**src/rtl/cmos_dvp_source.sv**
```systemverilog
// OV5640-style DVP byte-stream source: vsync/href/data timing with RGB565 pixels,
// either a bouncing square target on a flat background or eight vertical colour bars.
module cmos_dvp_source #(
  parameter int          H_PIXEL     = 640,
  parameter int          V_PIXEL     = 480,
  parameter int          H_BLANK     = 144,
  parameter int          VSYNC_LINES = 4,
  parameter int          V_BACK      = 20,
  parameter int          V_FRONT     = 10,
  parameter int          OBJ_SIZE    = 32,
  parameter int          OBJ_STEP    = 4,
  parameter logic [15:0] BG_COLOR    = 16'h0000,
  parameter logic [15:0] OBJ_COLOR   = 16'hFFFF
) (
  input  logic       clk,
  input  logic       rst,
  input  logic       en,
  input  logic       pattern_sel,
  output logic       cam_vsync,
  output logic       cam_href,
  output logic [7:0] cam_data,
  output logic       frame_done,
  output logic [9:0] obj_x,
  output logic [9:0] obj_y
);

  localparam int          LINE       = 2*H_PIXEL + H_BLANK;
  localparam logic [11:0] H_LAST     = 12'(LINE - 1);
  localparam logic [11:0] H_ACTIVE   = 12'(2*H_PIXEL);
  localparam logic [10:0] VS_LAST    = 11'(VSYNC_LINES - 1);
  localparam logic [10:0] VB_LAST    = 11'(V_BACK - 1);
  localparam logic [10:0] VA_LAST    = 11'(V_PIXEL - 1);
  localparam logic [10:0] VF_LAST    = 11'(V_FRONT - 1);
  localparam logic [10:0] SIZE_W     = 11'(OBJ_SIZE);
  localparam logic [10:0] STEP_W     = 11'(OBJ_STEP);
  localparam logic [10:0] X_LIMIT    = 11'(H_PIXEL - OBJ_SIZE);
  localparam logic [10:0] Y_LIMIT    = 11'(V_PIXEL - OBJ_SIZE);
  localparam logic [13:0] H_PIXEL_W  = 14'(H_PIXEL);

  typedef enum logic [2:0] {IDLE, VSYNC, VBACK, ACTIVE, VFRONT} state_t;

  state_t      state, state_n;
  logic [11:0] hcnt, hcnt_n;
  logic [10:0] vcnt, vcnt_n;
  logic        frame_end, frame_start;
  logic        pattern_q, x_neg, y_neg;
  logic [9:0]  px, py;
  logic [13:0] bar_num;
  logic [2:0]  bar_idx;
  logic [15:0] colour;
  logic        vsync_n, href_n, done_n;
  logic [7:0]  data_n;

  // Returns {new_direction_is_negative, new_position}.
  function automatic logic [10:0] bounce(input logic [9:0] pos, input logic neg,
                                         input logic [10:0] limit);
    logic [10:0] p, n;
    p = {1'b0, pos};
    n = p + STEP_W;
    if (!neg) begin
      if (n > limit) bounce = {1'b1, 10'(p - STEP_W)};
      else           bounce = {1'b0, 10'(n)};
    end else begin
      if (p < STEP_W) bounce = {1'b0, 10'(n)};
      else            bounce = {1'b1, 10'(p - STEP_W)};
    end
  endfunction

  always_comb begin
    state_n   = state;
    hcnt_n    = hcnt;
    vcnt_n    = vcnt;
    frame_end = 1'b0;
    if (state == IDLE) begin
      if (en) begin
        state_n = VSYNC;
        hcnt_n  = '0;
        vcnt_n  = '0;
      end
    end else if (hcnt != H_LAST) begin
      hcnt_n = hcnt + 12'd1;
    end else begin
      hcnt_n = '0;
      vcnt_n = vcnt + 11'd1;
      case (state)
        VSYNC:  if (vcnt == VS_LAST) begin state_n = VBACK;  vcnt_n = '0; end
        VBACK:  if (vcnt == VB_LAST) begin state_n = ACTIVE; vcnt_n = '0; end
        ACTIVE: if (vcnt == VA_LAST) begin state_n = VFRONT; vcnt_n = '0; end
        VFRONT: if (vcnt == VF_LAST) begin
          vcnt_n    = '0;
          frame_end = 1'b1;
          state_n   = en ? VSYNC : IDLE;
        end
        default: state_n = IDLE;
      endcase
    end
    frame_start = en && ((state == IDLE) || frame_end);
  end

  // Outputs are decoded from the next position so the registered outputs line up with it.
  always_comb begin
    px      = hcnt_n[10:1];
    py      = vcnt_n[9:0];
    bar_num = {1'b0, px, 3'b000};
    bar_idx = 3'(bar_num / H_PIXEL_W);
    colour  = BG_COLOR;
    if (pattern_q) begin
      case (bar_idx)
        3'd0: colour = 16'hFFFF;
        3'd1: colour = 16'hFFE0;
        3'd2: colour = 16'h07FF;
        3'd3: colour = 16'h07E0;
        3'd4: colour = 16'hF81F;
        3'd5: colour = 16'hF800;
        3'd6: colour = 16'h001F;
        3'd7: colour = 16'h0000;
        default: colour = 16'h0000;
      endcase
    end else if (({1'b0, px} >= {1'b0, obj_x}) && ({1'b0, px} < {1'b0, obj_x} + SIZE_W) &&
                 ({1'b0, py} >= {1'b0, obj_y}) && ({1'b0, py} < {1'b0, obj_y} + SIZE_W)) begin
      colour = OBJ_COLOR;
    end
    vsync_n = (state_n == VSYNC);
    href_n  = (state_n == ACTIVE) && (hcnt_n < H_ACTIVE);
    done_n  = (state_n == VFRONT) && (hcnt_n == H_LAST) && (vcnt_n == VF_LAST);
    data_n  = href_n ? (hcnt_n[0] ? colour[7:0] : colour[15:8]) : 8'h00;
  end

  always_ff @(posedge clk) begin
    if (rst) begin
      state      <= IDLE;
      hcnt       <= '0;
      vcnt       <= '0;
      pattern_q  <= 1'b0;
      x_neg      <= 1'b0;
      y_neg      <= 1'b0;
      obj_x      <= '0;
      obj_y      <= '0;
      cam_vsync  <= 1'b0;
      cam_href   <= 1'b0;
      cam_data   <= 8'h00;
      frame_done <= 1'b0;
    end else begin
      state      <= state_n;
      hcnt       <= hcnt_n;
      vcnt       <= vcnt_n;
      cam_vsync  <= vsync_n;
      cam_href   <= href_n;
      cam_data   <= data_n;
      frame_done <= done_n;
      if (frame_start) pattern_q <= pattern_sel;
      // Target moves between frames only, so a frame never shows a torn square.
      if (frame_end) begin
        {x_neg, obj_x} <= bounce(obj_x, x_neg, X_LIMIT);
        {y_neg, obj_y} <= bounce(obj_y, y_neg, Y_LIMIT);
      end
    end
  end

endmodule

```
**config.mk**
```make
export PLATFORM = sky130hd
export DESIGN_NAME = cmos_dvp_source
export DESIGN_NICKNAME = d
export VERILOG_FILES = /design/src/rtl/cmos_dvp_source.sv
export SDC_FILE = /design/constraint.sdc
export NUM_CORES = 1
export LEC_CHECK = 0
export BUFFER_PORTS_ARGS = -buffer_cell sky130_fd_sc_hd__buf_4
export CORE_ASPECT_RATIO = 1.25
export CORE_UTILIZATION = 55
export CTS_CLUSTER_SIZE = 25
export DETAILED_ROUTE_END_ITERATION = 6
export GPL_TIMING_DRIVEN = 1
export PLACE_DENSITY = 0.76
export SETUP_SLACK_MARGIN = 0.3
export SYNTH_ARGS = -nofsm -noshare
export SYNTH_HDL_FRONTEND = slang
export SYNTH_SLANG_ARGS = --single-unit
```
**constraint.sdc**
```tcl
create_clock -name clk -period 4.1 [get_ports clk]
set_input_delay 0.205 -clock clk [delete_from_list [all_inputs] [get_ports clk]]
set_output_delay 0.205 -clock clk [all_outputs]
set_load 0.01 [all_outputs]
```
Word-level counts from Yosys, hierarchy flattened

Memory sizes are Yosys's and may differ from the RTL's.
Cells that the tools add are included.

Bits in registers: 60
Memory bits (read-only): 128
Input bits: 4
Output and inout port bits: 31
Memories kept: 1

Memory list:

| name            | depth | width | read ports | clocked after Yosys merged registers in | wr ports | RTL line | text |
|---|---|---|---|---|---|---|---|
| (no name shown) | 8     | 16    | 1          | 0                                       | 0        | 108      | `case (bar_idx)` |

Add/subtract/negate cells: 8
Divide/modulo/power cells: 1
$lt $le $gt $ge: 9
Equality and inequality tests: 14
Mux-type cells: 33
Bitwise logic cells: 1
Reduce and logical (&&, ||, !) cells: 10

Operators with widths:

| cell                   | count |
|---|---|
| $mux 11                | 13 |
| $pmux 11 s4            | 1 |
| $mux 12                | 3 |
| $mux 16                | 2 |
| $add 10x3->11 const B  | 2 |
| $add 10x6->11 const B  | 2 |
| $eq 11x4->1 const B    | 2 |
| $lt 10x11->1           | 2 |
| $mux 3                 | 7 |
| $ge 10x10->1           | 2 |
| $lt 10x3->1 const B    | 2 |
| $sub 10x3->10 const B  | 2 |
| $div 13x10->14 const B | 1 |
| $add 12x1->12 const B  | 1 |
| $eq 12x11->1 const B   | 1 |
| $lt 12x11->1 const B   | 1 |
| $ne 12x11->1 const B   | 1 |
| $pmux 3 s4             | 1 |
| $add 11x1->11 const B  | 1 |
| $eq 11x2->1 const B    | 1 |
| $eq 11x5->1 const B    | 1 |
| $eq 11x9->1 const B    | 1 |
| $gt 11x10->1 const B   | 1 |
| $gt 11x9->1 const B    | 1 |
| 10 further kinds       | 24 |

Longest topological paths before layout

Gate-level depths: netlist of the first run.

Word-level depth: 11
Gate-level depth with buffers: 20
Gate-level depth less buffers: 19

Worst setup path after synthesis of the first run

Ideal clock, no wire load.

Kind: reg2reg
Start: register vcnt[0]
End: register cam_data[4]
Library setup time: 0.070 ns
Data arrival time: 3.851 ns
Data required time: 4.030 ns
Path slack: 0.179 ns
Stages on the path, launching flop included: 19
Buffers on the path: 1
Clock period less this slack: 3.921 ns
Path through: dfxtp_1 ha_1 or4b_4 nor4_2 o32ai_1 a2111oi_4 clkbuf_1 o21ai_0 a21oi_1 inv_1 ha_1 o21ai_0 nand2b_1 a21oi_1 a211o_1 nand3_1 a211oi_1 a31oi_1 a21oi_1

Longest elaborated chain between the ends: 11
Elaborated cells on any way between the ends: 31
Those cells by class: add/sub: 1; order compare: 2; eq/ne: 5; mux: 18; bitwise: 1; reduce/logical: 4

RTL lines:

| element                               | RTL line | text |
|---|---|---|
| start: declaration                    | 44       | `logic [10:0] vcnt, vcnt_n;` |
| start signal: assignment              | 146      | `vcnt <= vcnt_n;` |
| $add 11x1->11 (tied with other cells) | 84       | `vcnt_n = vcnt + 11'd1;` |
| $mux 11, on equally long branches     | -        |  |
| $pmux 11 s4 (*)                       | 85       | `case (state)` |
| $mux 11 (*)                           | 80       | `end else if (hcnt != H_LAST) begin` |
| $mux 11 (*)                           | 74       | `if (state == IDLE) begin` |
| via vcnt_n[7]                         | 44       |  |
| $ge 10x10->1                          | 120      | `({1'b0, py} >= {1'b0, obj_y}) && ({1'b0, py} < {1'b0, obj_y} + SIZE_W)) begin` |
| $logic_and 1x1->1                     | 119      | `end else if (({1'b0, px} >= {1'b0, obj_x}) && ({1'b0, px} < {1'b0, obj_x} + SIZE_W) &&` |
| $logic_and 1x1->1 (*)                 | 120      |  |
| $mux 16 (*)                           | 119      |  |
| $mux 16 (*)                           | 107      | `if (pattern_q) begin` |
| $mux 8 (*)                            | 126      | `data_n = href_n ? (hcnt_n[0] ? colour[7:0] : colour[15:8]) : 8'h00;` |
| end signal: assignment                | 149      | `cam_data <= data_n;` |
| end: declaration                      | 21       | `output logic [7:0] cam_data,` |

Mark *: on every way through the listed nets, which the timed path passes. The rest lies on a longest branch.
A chain may end at the register's enable or synchronous reset.

Worst setup path after layout of the first run

Same ends and word-level chain as after synthesis.

==> flow_summary_export.csv, run 1 <==
group,metric,value,unit
outcome,result_of_the_run,"finished, final reports clean",
critical_path,cp-end-kind,"register",
timing,setup_viol,0,
final_layout,share_of_post_route_cells_with_drive_strength_above_1,19.29,%
synthesis,synth_cell_types,81,
global_route,grt_remaining_overflow,0,
cts,clockRootBuffer,"clkbuf_8",
cts,cts_hold_repair.buffers,0,
timing,slew_headroom,36.15,%
final_layout,post_synthesis_to_final_layout_area_growth,14.63,%
place,hpwl,8636,um
synthesis,synthArstFlopShare,0,%
timing,tightestPinTransition,953.4,ps
timing,finalHoldViolCount,0,
floorplanning,initial_core_util,56.86,%
global_route,via_count_of_the_first_global_routing_pass,4074,
cts,tritoncts,"built",
critical_path,critical_path_arrival,4010,ps
cts,worst_skew_pair.late_latency,320,ps
cts,max-clock-path-buffers,2,
critical_path,crit_fanout,7,
cts,htreeDepth,2,
synthesis,synth-edff-count,0,
timing,max_freq,262.9,MHz
synthesis,synth-seq-cells,51,
min_path,worst_hold_path_type,"input pin to register",
timing,setup_tns_after_final_layout,0,ps
final_layout,antenna_cells,0,
synthesis,synth.avg_cell_area,7.618,um^2
drt,first_pass_iters,4,
job,max_cap_violations,0,
floorplanning,die_width,82.52,um
cts,cts.reportedPaths.clkPinSlew,100,ps
floorplanning,dieHeight,102.6,um
drt,drt_first_iter_violations,265,
final_layout,design.final.nets,659,
global_route,maximum_number_of_pins_on_one_net_before_global_route_repair,48,
global_route,grtUsageTotal,29.76,%
floorplanning,coreArea,7838,um^2
synthesis,warnings_from_yosys,0,
synthesis,post_synth_instance_area,4457,um^2
final_layout,layout.cells.most_common,"buf_4",
timing,period_share,92.77,%
synthesis,synth.yosys.seq_area_share,22.91,%
floorplanning,die-area,8470,um^2
cts,tritoncts.num_buffers,5,
critical_path,worst_ep_required_time,4300,ps
drt,remaining_drc_errors,0,
global_route,antenna_found_initial,0,
drt,antenna_violating_nets_post_route,0,
power_and_ir_drop,pwr_density_cell,175.2,nW/um^2
timing,fin_worst_skew,9.942,ps
drt,routed-via-count,4416,
timing,rsz0062_at_grt,"true",
place,port_buffers,30,
floorplanning,floorplan.rows,36,
floorplanning,ports,35,
drt,routed_wire_length_per_instance,16.92,um
power_and_ir_drop,total_leakage_power,2.015,nW
final_layout,layout.cells.most_common_list,"57 x buf_4, 51 x nor2_1, 49 x nand2_1, 49 x dfxtp_1, 36 x ha_1",
drt,routed_wirelength,12050,um
cts,cts_sinks,51,
timing,holdWs,117.2,ps
synthesis,dominantRegCellSynth,"dfxtp_1",
critical_path,worstSetupPathType,"register to register",
power_and_ir_drop,vdd_drop_max,0.0001223,V
drt,mean_number_of_vias_per_cell,6.202,
critical_path,start_kind,"register",
place,gp_routability_congestion,0.9286,
global_route,global_route_wire_length_before_repair,19660,um
timing,layout_min_cycle_time,3804,ps
synthesis,netlist_instances,585,
timing,final_count_of_pins_violating_max_slew,0,
final_layout,final_core_utilization,65.18,%
[sequential cells by signal (all words and copies together), names as in the netlist]
signal,flops
y_neg,1
obj_x,8
frame_done,1
hcnt,12
x_neg,1
vcnt,11
cam_href,1
pattern_q,1
cam_data,3
cam_vsync,1
obj_y,8
state,3
[final timing paths]
| kind | from | endpoint | slack (ps) | depth (start not counted) |
|---|---|---|---|---|
| setup / recovery | vcnt[0] | cam_data[4] | 300 | 16 |
| hold / removal | pattern_sel | pattern_q | 120 | 3 |
| setup reg to reg | vcnt[0] | cam_data[4] | 300 | 16 |
| hold reg to reg | y_neg | y_neg | 520 | 2 |
[layout make-up]
cell class,instances,area (um^2)
flip-flops and latches,51,1026
well taps,95,118.9
clock inverters,1,5.005
repair buffers,57,427.9
multi-input cells,465,3319
inverters,36,135.1
fillers,717,2729
clock buffers,7,76.32
[Yosys cell counts, types with 5 or more instances]
cell type  number  area, um^2
or3_1          14       87.58
nand4_1        16       100.1
ha_1           39       488.0
buf_4           9       67.56
nor3_1         15       75.07
o31a_1          5       43.79
mux2i_1         8       80.08
or4_1           5       37.54
o21ai_0        37       185.2
and2_1          6       37.54
a21o_1          5       37.54
nor2b_1        12       75.07
nor2_1         53       198.9
a21oi_1        37       185.2
xnor2_1        17       148.9
clkbuf_1       21       78.83
and3_1          8       50.05
inv_1          34       127.6
dfxtp_1        51        1021
nand3_1        22       110.1
nand2_1        49       183.9
a31oi_1        13       81.33
a211oi_1        8       60.06
[power by group]
| part | switching [W] | total (W) | internal (W) |
|---|---|---|---|
| sequential | 0.00000371 | 0.000501 | 0.000498 |
| combinational | 0.0000657 | 0.000102 | 0.0000361 |
| clock | 0.000172 | 0.000292 | 0.000120 |
| total | 0.000241 | 0.000895 | 0.000654 |
[repair_timing]
| action | CTS | global route |
|---|---|---|
| setup endpoints to repair | 3 | 3 |
| setup buffers | 5 | 3 |
| gates resized for setup | 16 | 19 |
| pin swaps | 8 | 10 |
[critical path, stage by stage, from the launching register on]
cell	delay [ps]
dfxtp_4	380
ha_4	150
or4b_4	500
o41ai_4	270
nor2_2	120
a2111oi_4	360
buf_4	230
nor3b_1	60
a21oi_1	190
inv_1	90
ha_1	300
a21o_1	170
a21o_1	200
a211oi_4	310
a211oi_4	120
a31oi_1	160
a21oi_1	80
[stage by stage]
step	cells	power [W]	area [um^2]	setup WS [ps]
2_1_floorplan	588	0.0005807	4497	326.3
3_3_place_gp	696	0.0006018	4792	171.8
3_5_place_dp	696	0.0006032	4792	81.72
4_1_cts	709	0.0009032	4989	304.6
5_1_grt	712	0.0009348	5109	84.64
6_report	712	0.0008953	5109	296.4
[per-layer routing]
metal	routed length [um]	part of all wire [%]	global-route usage (%)	vias up
li1	-	-	-	2197
met5	0	0	0	-
met2	5863	49	50.03	137
met4	365	3.0	11.94	0
met3	447	3.7	3.540	26
met1	5368	45	38.39	2056
[logic make-up (layout without fill, tap and decap cells)]
group,count (synthesis),after routing,share of synthesized area [%]
AO/OA/AOI/OAI,155,155,24.00
buffers and inverters,72,101,7.243
XOR/XNOR,19,19,3.734
other,1,4,0.08414
flip-flops,51,51,22.91
adder cells (fa/ha/maj),40,40,11.20
multiplexers,9,9,2.049
AND/OR/NAND/NOR,238,238,28.78
(Power assumes the default switching activity.)
==> run 2: changes to the inputs <==
--- a/config.mk
+++ b/config.mk
@@ -11,7 +11,7 @@
 export CTS_CLUSTER_SIZE = 25
 export DETAILED_ROUTE_END_ITERATION = 6
 export GPL_TIMING_DRIVEN = 1
-export PLACE_DENSITY = 0.76
+export PLACE_DENSITY = 0.82
 export SETUP_SLACK_MARGIN = 0.3
 export SYNTH_ARGS = -nofsm -noshare
 export SYNTH_HDL_FRONTEND = slang
==> flow_summary_export.csv, run 2 (same netlist as run 1, synthesis figures left out) <==
group,metric,value,unit
timing,tightestPinTransition,987.0,ps
timing,setup_viol,0,
power_and_ir_drop,total_leakage_power,2.076,nW
place,port_buffers,30,
timing,final_count_of_pins_violating_max_slew,0,
critical_path,worstSetupPathType,"register to register",
floorplanning,floorplan.rows,36,
timing,rsz0062_at_grt,"true",
floorplanning,coreArea,7838,um^2
floorplanning,die-area,8470,um^2
critical_path,critPathSlowestCell,"or4b_4",
min_path,min-delay-start,"pattern_sel",
power_and_ir_drop,vdd_drop_max,0.0001699,V
critical_path,worst_path_most_repeated_cell,"nor2_1",
drt,routed-via-count,4770,
final_layout,antenna_cells,0,
final_layout,design.final.nets,667,
job,max_cap_violations,0,
final_layout,post_synthesis_to_final_layout_area_growth,17.49,%
cts,clockRootBuffer,"clkbuf_8",
critical_path,worst_ep_required_time,4350,ps
final_layout,post-route-cell-area,5236,um^2
critical_path,start_kind,"register",
outcome,result_of_the_run,"finished, final reports clean",
timing,max_freq,250.3,MHz
drt,remaining_drc_errors,0,
final_layout,largest_register_ff_count,12,
cts,cts_sinks,51,
critical_path,worstPathCellList,"ha_4 -> or4b_4 -> o41ai_4 -> nor2_2 -> a2111oi_4 -> buf_4 -> buf_6 -> nor2_1 -> nor2_1 -> a31oi_1 -> ha_1 -> nor2b_2 -> o21ai_1 -> a211o_1 -> nand3_2 -> a211oi_4 -> nor2_1 -> a21oi_1",
critical_path,cpPeakStageDelay,490,ps
timing,finalHoldViolCount,0,
min_path,worst_hold_path_type,"input pin to register",
drt,routed_wire_length_per_instance,18.30,um
drt,drt_first_iter_violations,390,
drt,mean_number_of_vias_per_cell,6.625,
global_route,grtUsageTotal,31.73,%
cts,tritoncts,"built",
final_layout,registers.top_by_ff_count,"hcnt",
power_and_ir_drop,pwr_density_cell,182.0,nW/um^2
global_route,via_count_of_the_first_global_routing_pass,4447,
timing,fin_worst_skew,6.185,ps
global_route,global_route_wire_length_before_repair,20890,um
global_route,grt-busiest-layer,"met2",
floorplanning,die_width,82.52,um
global_route,gr_util_met2,53.27,%
place,placement.cell_area,4785,um^2
place,gp_routability_congestion,0.8965,
critical_path,crit_fanout,5,
critical_path,cp-end-kind,"register",
drt,antenna_violating_nets_post_route,0,
cts,max-clock-path-buffers,2,
critical_path,crit-reg2reg-launch,"vcnt[1]",
cts,cts.reportedPaths.clkPinSlew,90,ps
final_layout,layout.cells.most_common_list,"64 x buf_4, 52 x nor2_1, 48 x nand2_1, 47 x dfxtp_1, 36 x ha_1",
critical_path,critical_path_arrival,4240,ps
timing,layout_min_cycle_time,3996,ps
timing,holdWs,174.3,ps
drt,routed_wirelength,13180,um
place,hpwl,8713,um
timing,period_share,97.46,%
global_route,maximum_number_of_pins_on_one_net_before_global_route_repair,48,
cts,htreeDepth,2,
critical_path,cp_num_buf_inv,2,
drt,first_pass_iters,5,
global_route,globalRouteMet3Util,3.982,%
floorplanning,initial_core_util,56.86,%
cts,worst_skew_pair.late_latency,320,ps
global_route,antenna_found_initial,0,
floorplanning,ports,35,
critical_path,worstSetupStartpoint,"vcnt[1]",
cts,tritoncts.num_buffers,5,
final_layout,layout.cells.most_common,"buf_4",
global_route,grt_util_met1,38.08,%
timing,slew_headroom,33.69,%
final_layout,top_registers,"hcnt: 12 flops, vcnt: 11 flops",
critical_path,path_delay_family,"compound AO/OA/AOI/OAI gates",
floorplanning,dieHeight,102.6,um
global_route,grt_remaining_overflow,0,
final_layout,share_of_post_route_cells_with_drive_strength_above_1,22.40,%
[run 2: changes by cell type in the layout (fill, tap and decap cells not counted), sizes merged]
cell    change
clkinv      -1
clkbuf      +1
buf         +8
[run 2: worst paths after layout]
kind	endpoint	slack, ps	cells past startpoint
max	cam_data[2]	100	18
min	pattern_q	170	3
max reg2reg	cam_data[2]	100	18
min reg2reg	y_neg	540	2
[run 2: power by group]
part           total [W]  switching (W)  internal, W
combinational   0.000123      0.0000771    0.0000461
sequential      0.000502     0.00000348     0.000498
clock           0.000328       0.000173     0.000154
[run 2: final cells by class]
cell class | count | area (um^2)
Multi-Input combinational cell | 465 | 3364
Inverter | 36 | 135.1
Sequential cell | 51 | 1026
Fill cell | 661 | 2601
Tap cell | 95 | 118.9
Clock buffer | 8 | 100.1
Timing Repair Buffer | 65 | 491.7
[run 2: metal layers]
layer / up-vias / share of wire, %
met2: 255 / 49
li1: 2212 / -
met4: 0 / 6.3
met1: 2227 / 39
met5: - / 0
met3: 76 / 5.9
[run 2: repair_timing]
action / 4_1_cts / 5_1_grt
setup endpoints to repair: 3 / 3
hold buffers: 0 / 0
hold endpoints to repair: 0 / 0
resized for setup: 30 / 19
pin swaps: 19 / 7
setup buffers: 12 / 5
[run 2: metrics by stage]
stage | instances | utilization (%) | setup TNS, ps | setup slack, ps | power (W)
floorplan | 588 | - | 0 | 326.3 | 0.0005807
global placement | 695 | 61.05 | 0 | 170.0 | 0.0005998
detailed placement | 695 | 61.05 | 0 | 4.981 | 0.0006021
CTS | 715 | 65.04 | 0 | 232.3 | 0.0009416
global route | 720 | 66.81 | -0.1386 | -0.1386 | 0.0009812
finish | 720 | 66.81 | 0 | 104.1 | 0.0009528
[run 2: worst min-delay path, stage by stage]
cell     delay [ps]
buf_4            80
mux2i_1          70
nor2_1          100
